File: src/rtl/instruction_fetch_unit_pkg.sv
// Shared constants for the instruction fetch unit: field layout of the
// iiiidddddd instruction word, special opcodes, the bubble word and the
// run/halt state encoding.
package instruction_fetch_unit_pkg;

  localparam int IW    = 10;         // instruction width
  localparam int AW    = 6;          // program memory address width
  localparam int PCW   = 8;          // width of the jump target from the control unit
  localparam int CW    = 16;         // retired-instruction counter width
  localparam int DEPTH = 1 << AW;    // program memory depth

  // Opcode field position inside the instruction word
  localparam int OPC_MSB = IW - 1;
  localparam int OPC_LSB = IW - 4;

  localparam logic [3:0] OPC_JMP  = 4'b1001;
  localparam logic [3:0] OPC_HALT = 4'b1111;

  // No-op word the decoder sees whenever the unit is not running
  localparam logic [IW-1:0] BUBBLE = 10'b1111_000000;

  // Run/halt state encoding
  localparam logic [1:0] ST_IDLE = 2'd0;
  localparam logic [1:0] ST_RUN  = 2'd1;
  localparam logic [1:0] ST_HALT = 2'd2;

  // A word only stops the machine when it was really fetched (not a bubble)
  function automatic logic is_halt_word(input logic [IW-1:0] word, input logic valid);
    return valid && (word[OPC_MSB:OPC_LSB] == OPC_HALT);
  endfunction

  // Saturating increment for the retired counter
  function automatic logic [CW-1:0] sat_inc(input logic [CW-1:0] value);
    logic [CW-1:0] result;
    if (value == {CW{1'b1}}) begin
      result = value;
    end else begin
      result = value + {{(CW-1){1'b0}}, 1'b1};
    end
    return result;
  endfunction

endpackage

File: src/rtl/instruction_fetch_unit_program_memory.sv
// Program store for the fetch unit: DEPTH x IW words, written synchronously
// by the program loader, read combinationally by the fetch logic. Contents
// are deliberately not reset so a program survives a core reset.
module instruction_fetch_unit_program_memory
  import instruction_fetch_unit_pkg::*;
#(
  parameter int P_IW = IW,
  parameter int P_AW = AW
) (
  input  logic            clk_i,
  input  logic            we_i,
  input  logic [P_AW-1:0] waddr_i,
  input  logic [P_IW-1:0] wdata_i,
  input  logic [P_AW-1:0] raddr_i,
  output logic [P_IW-1:0] rdata_o
);

  logic [P_IW-1:0] mem_q [1 << P_AW];

  // Synchronous write port
  always_ff @(posedge clk_i) begin
    if (we_i) begin
      mem_q[waddr_i] <= wdata_i;
    end
  end

  // Asynchronous read port
  always_comb begin
    rdata_o = mem_q[raddr_i];
  end

endmodule

File: src/rtl/instruction_fetch_unit.sv
// Instruction fetch unit: holds the program memory, the program counter and
// the IDLE/RUN/HALT state machine, and presents one registered instruction
// word per cycle to the control unit. Outside RUN a bubble (no-op) is shown.
module instruction_fetch_unit
  import instruction_fetch_unit_pkg::*;
(
  input  logic           clk,
  input  logic           reset,
  input  logic           prog_we,
  input  logic [AW-1:0]  prog_addr,
  input  logic [IW-1:0]  prog_data,
  input  logic           start,
  input  logic           halt_req,
  input  logic           load_PC,
  input  logic [PCW-1:0] pc_value,
  output logic [IW-1:0]  instruction,
  output logic           instr_valid,
  output logic [AW-1:0]  pc,
  output logic           running,
  output logic           halted,
  output logic [CW-1:0]  retired
);

  logic [1:0]    state_q,   state_d;
  logic [AW-1:0] pc_q,      pc_d;
  logic [IW-1:0] instr_q,   instr_d;
  logic          valid_q,   valid_d;
  logic          running_q, running_d;
  logic          halted_q,  halted_d;
  logic [CW-1:0] retired_q, retired_d;

  logic          mem_we_s;
  logic [AW-1:0] rd_addr_s;
  logic [IW-1:0] rd_data_s;
  logic [AW-1:0] next_pc_s;
  logic          halt_word_s;

  // Only the low address bits of the jump target select a word
  logic unused_pc_value_s;
  assign unused_pc_value_s = ^pc_value[PCW-1:AW];

  instruction_fetch_unit_program_memory #(
    .P_IW (IW),
    .P_AW (AW)
  ) u_program_memory (
    .clk_i   (clk),
    .we_i    (mem_we_s),
    .waddr_i (prog_addr),
    .wdata_i (prog_data),
    .raddr_i (rd_addr_s),
    .rdata_o (rd_data_s)
  );

  // Next fetch address: jump target or sequential (wraps at DEPTH); start reads word 0
  always_comb begin
    if (load_PC) begin
      next_pc_s = pc_value[AW-1:0];
    end else begin
      next_pc_s = pc_q + {{(AW-1){1'b0}}, 1'b1};
    end
    if (state_q == ST_RUN) begin
      rd_addr_s = next_pc_s;
    end else begin
      rd_addr_s = {AW{1'b0}};
    end
  end

  // State machine, PC, instruction register and retired counter next-state
  always_comb begin
    state_d     = state_q;
    pc_d        = pc_q;
    instr_d     = instr_q;
    valid_d     = valid_q;
    retired_d   = retired_q;
    mem_we_s    = 1'b0;
    halt_word_s = is_halt_word(instr_q, valid_q);

    case (state_q)
      ST_IDLE, ST_HALT: begin
        if (start) begin
          // Start beats a simultaneous program write
          state_d = ST_RUN;
          pc_d    = {AW{1'b0}};
          instr_d = rd_data_s;
          valid_d = 1'b1;
        end else begin
          mem_we_s = prog_we;
          instr_d  = BUBBLE;
          valid_d  = 1'b0;
        end
      end
      ST_RUN: begin
        if (halt_word_s || halt_req) begin
          // halt_req wins over load_PC; pc holds on the halting word
          state_d = ST_HALT;
          instr_d = BUBBLE;
          valid_d = 1'b0;
          if (valid_q && !halt_word_s) begin
            retired_d = sat_inc(retired_q);
          end else begin
            retired_d = retired_q;
          end
        end else begin
          pc_d    = next_pc_s;
          instr_d = rd_data_s;
          valid_d = 1'b1;
          if (valid_q) begin
            retired_d = sat_inc(retired_q);
          end else begin
            retired_d = retired_q;
          end
        end
      end
      default: begin
        state_d = ST_IDLE;
        pc_d    = {AW{1'b0}};
        instr_d = BUBBLE;
        valid_d = 1'b0;
      end
    endcase

    running_d = (state_d == ST_RUN);
    halted_d  = (state_d == ST_HALT);
  end

  // State registers; memory is outside this reset domain on purpose
  always_ff @(posedge clk or posedge reset) begin
    if (reset) begin
      state_q   <= ST_IDLE;
      pc_q      <= {AW{1'b0}};
      instr_q   <= BUBBLE;
      valid_q   <= 1'b0;
      running_q <= 1'b0;
      halted_q  <= 1'b0;
      retired_q <= {CW{1'b0}};
    end else begin
      state_q   <= state_d;
      pc_q      <= pc_d;
      instr_q   <= instr_d;
      valid_q   <= valid_d;
      running_q <= running_d;
      halted_q  <= halted_d;
      retired_q <= retired_d;
    end
  end

  assign instruction = instr_q;
  assign instr_valid = valid_q;
  assign pc          = pc_q;
  assign running     = running_q;
  assign halted      = halted_q;
  assign retired     = retired_q;

endmodule
File: config.mk
export PLATFORM = sky130hd
export DESIGN_NAME = instruction_fetch_unit
export DESIGN_NICKNAME = d
export VERILOG_FILES = /design/src/rtl/instruction_fetch_unit_pkg.sv /design/src/rtl/instruction_fetch_unit_program_memory.sv /design/src/rtl/instruction_fetch_unit.sv
export SDC_FILE = /design/constraint.sdc
export NUM_CORES = 1
export LEC_CHECK = 0
export CORE_AREA = 2 2 285 203
export DETAILED_ROUTE_END_ITERATION = 10
export DIE_AREA = 0 0 287 205
export GPL_TIMING_DRIVEN = 0
export PLACE_DENSITY = 0.76
export SKIP_CTS_REPAIR_TIMING = 1
export SLEW_MARGIN = 20
export SYNTH_ARGS = -nofsm -noshare
export SYNTH_HDL_FRONTEND = slang
export SYNTH_SLANG_ARGS = --single-unit
File: constraint.sdc
create_clock -name clk -period 2.5 [get_ports clk]
set_input_delay 0.5 -clock clk [delete_from_list [all_inputs] [get_ports clk]]
set_output_delay 0.5 -clock clk [all_outputs]
set_load 0.05 [all_outputs]
==> run metrics <==
run status finished, violations left; violated checks negative setup slack; post-synthesis average cell area 14.48 sq um; Pre-antenna DRT Iters 9; Sink Count 677; final hold violations 0; min-delay worst type input pin to asynchronous set/reset pin; FF+latch count, synth 677; grt ovf 0; Die Y 205 um; XOR/XNOR Fraction of Synth Area 0.5052%; Gate Count Post-Synth 1915; Max Cap Violations 0; Residual DRC 0; post-synthesis sequential area ratio 72.65%; multi-input gate area in the final layout 8287 sq um; Starting Density 49.46%; register area 20160 sq um; Synth area leader edfxtp_1; PwrDens 1055 nW/um^2; Synth cell types 68; GP Congestion 1.029; endpoint kind of the worst setup timing path flop; Total Neg Setup Slack -5.120 ns; setup ws final -0.5572 ns; Final min period 3.057 ns; share of cells above drive strength 1 28.10%; Worst EP required 3.04 ns; CTS max path bufs 3; final setup vio count 15; Area contributors post-synth edfxtp_1 (69%), nand2_1 (3.9%), dfrtp_1 (3.0%); fraction of registers with async set/reset 5.465%; HPWL Detailed 65.52 mm; compound-gate portion of the synthesized area 12.21%; CTS tree yes; clk slew on worst S/H paths 0.07 ns; CP max FO 10; CP Class flop to flop; Static Leak 11.81 nW; RSZ-0062 raised after global routing yes; mux cell area share after synthesis 2.188%; die footprint 58840 sq um; post-synth net total 1947; H-Tree Depth 2; die extent in x 287 um; largest net degree at the start of global routing 65; clk_lat worst skew 0.64 ns; Num CTS Buffers 61; EDFF count, synth 640; Max Clock Freq 327.1 MHz; cell count after placement 2731; adder-cell share of the synthesized area 0.09022%; DR WL/cell 33.94 um; num ports 65; post-synthesis simple-gate area fraction 9.094%; fin util 61.90%; Worst Path Arrival 3.59 ns; GRT Total Usage 31.90%; mapped cell area 27740 sq um; Max-slew headroom 14.98%; area grow syn2layout 25.15%; synth warn 0; reg2reg start state_q[0]; worst setup path start state_q[0]; I/O Buffers 59; fin cells 2938; Cell Rows 73; antenna-violating nets left 0; Iter 0 DRT Violations 3668; largest family of logic cells by synthesized area compound AO/OA/AOI/OAI gates; filler instances 3971; share of the synthesized area in the top cell type 69.29%; CTS root buf clkbuf_16; Nets 2164; Main synth FF type edfxtp_1; vias 19741; Post-Route WL 99.72 mm; max-slew violations 0; worst vdd ir 0.7207 mV; Final Cycle Share 122.3%; first-pass GRT wire length 130.9 mm; crit path launch type flop; initial antenna violation count 5; average via count per standard cell 6.719; floorplan core area 56080 sq um; worst clock skew 0.02384 ns; worst slew pin tran 1.275 ns; vias in the first global route 17555
[routing by layer]
metal	up-vias	global-route usage (%)	wire length (um)
met1	9790	47.28	38470
met3	285	13.37	17740
met2	1747	42.62	39780
li1	7919	-	-
met5	-	0	0
met4	0	9.115	3732
[power by group]
| part | switching, mW | leakage [nW] | internal, mW |
|---|---|---|---|
| Clock | 4.46 | 0.978 | 5.16 |
| Combinational | 9.49 | 4.60 | 4.71 |
| Sequential | 0.179 | 6.23 | 12.6 |
[cell usage after synthesis (4+ instances only)]
cell type  instances
edfxtp_1         640
nand2_1          285
a21oi_1          155
nor2_1            87
a211oi_1          67
and3_1            65
buf_2             57
nand3_1           48
a22oi_1           44
clkbuf_1          40
o21ai_0           35
dfrtp_1           33
a221oi_1          31
a311oi_1          30
a32oi_1           26
buf_6             21
buf_4             19
a31oi_1           18
mux4_2            16
nor3_1            14
mux2i_1           13
a221oi_2          12
and3b_1           12
o211ai_1          12
o21ai_1            9
o22a_1             8
xnor2_1            8
xor2_1             8
a211oi_2           7
inv_1              7
mux2_2             7
o211a_1            6
o22ai_1            6
o2bb2ai_1          6
and4_1             4
buf_1              4
dfstp_2            4
nand4_1            4
nor2b_1            4
[layout make-up]
type / count / area share (%)
multi-input cells: 1087 / 23.87
flip-flops and latches: 677 / 58.06
clock inverters: 52 / 1.388
repair buffers: 155 / 5.594
well taps: 750 / 2.703
diodes: 3 / 0.02163
clock buffers: 64 / 4.430
plain buffers: 143 / 3.853
inverters: 7 / 0.07569
[path summary, 6_finish.rpt]
| check | endpoint | cells after the start | slack, ns |
|---|---|---|---|
| worst max register to register | instruction[4] | 10 | -0.56 |
| max in group asynchronous | instruction[6] | 3 | 1.67 |
| min in group clk | u_program_memory.mem_q[23][1] | 1 | 0.27 |
| worst min-delay path | retired[8] | 2 | 0.22 |
| worst max-delay path | instruction[4] | 10 | -0.56 |
| worst min register to register | retired[5] | 1 | 0.50 |
[kinds of logic after synthesis]
logic type / after synthesis
AOI/OAI and AO/OA: 483
xor gates and xnor gates: 16
adders and majority gates: 2
buffers and inverters: 151
DFF: 677
muxes: 38
and+or+nand+nor: 548
[critical path, stage by stage (launching register included)]
cell       delay, ns
dfrtp_2         0.47
nor2b_4         0.17
buf_8           0.16
nand3_2         0.11
buf_2           0.29
clkbuf_4        0.40
a21oi_1         0.14
a221oi_4        0.34
nor2_4          0.08
a211oi_4        0.58
o2bb2ai_2       0.19
[per-stage QoR]
stage	hold slack (ns)	cell area, sq um	total power, mW	worst slack [ns]
3_3_place_gp	0.4751	29270	23.62	-1.744
4_1_cts	0.2275	31430	33.13	-1.333
2_1_floorplan	0.5989	27740	19.16	0.07131
6_report	0.2190	34710	36.61	-0.5572
5_1_grt	0.2507	34710	37.19	-0.4781
3_5_place_dp	0.4928	29410	23.78	-1.759
[registers in the layout (all words and copies together) (netlist names)]
register and count:
halted 1, instr_valid 1, instruction 10, pc 6
retired 16, running 1, state_q 2, u_program_memory.mem_q 640
[cells in the final DEF (no fill, tap or decap), types with 13 or more instances in the layout]
| cell type | count |
|---|---|
| mux4_2 | 16 |
| clkbuf_1 | 20 |
| nand2_1 | 265 |
| edfxtp_1 | 640 |
| clkbuf_16 | 64 |
| a221oi_1 | 18 |
| clkdlybuf4s50_1 | 43 |
| clkinv_1 | 13 |
| o21ai_0 | 31 |
| a21oi_1 | 149 |
| buf_6 | 42 |
| buf_2 | 18 |
| a211oi_1 | 42 |
| buf_4 | 72 |
| a22oi_1 | 38 |
| buf_12 | 63 |
| a211oi_2 | 25 |
| a32oi_1 | 22 |
| clkbuf_4 | 14 |
| clkbuf_2 | 13 |
| dfrtp_1 | 28 |
| nor2_4 | 70 |
| mux2i_1 | 13 |
| and3_1 | 64 |
| a221oi_2 | 21 |
| nand3_1 | 46 |
(Power assumes the default switching activity.)
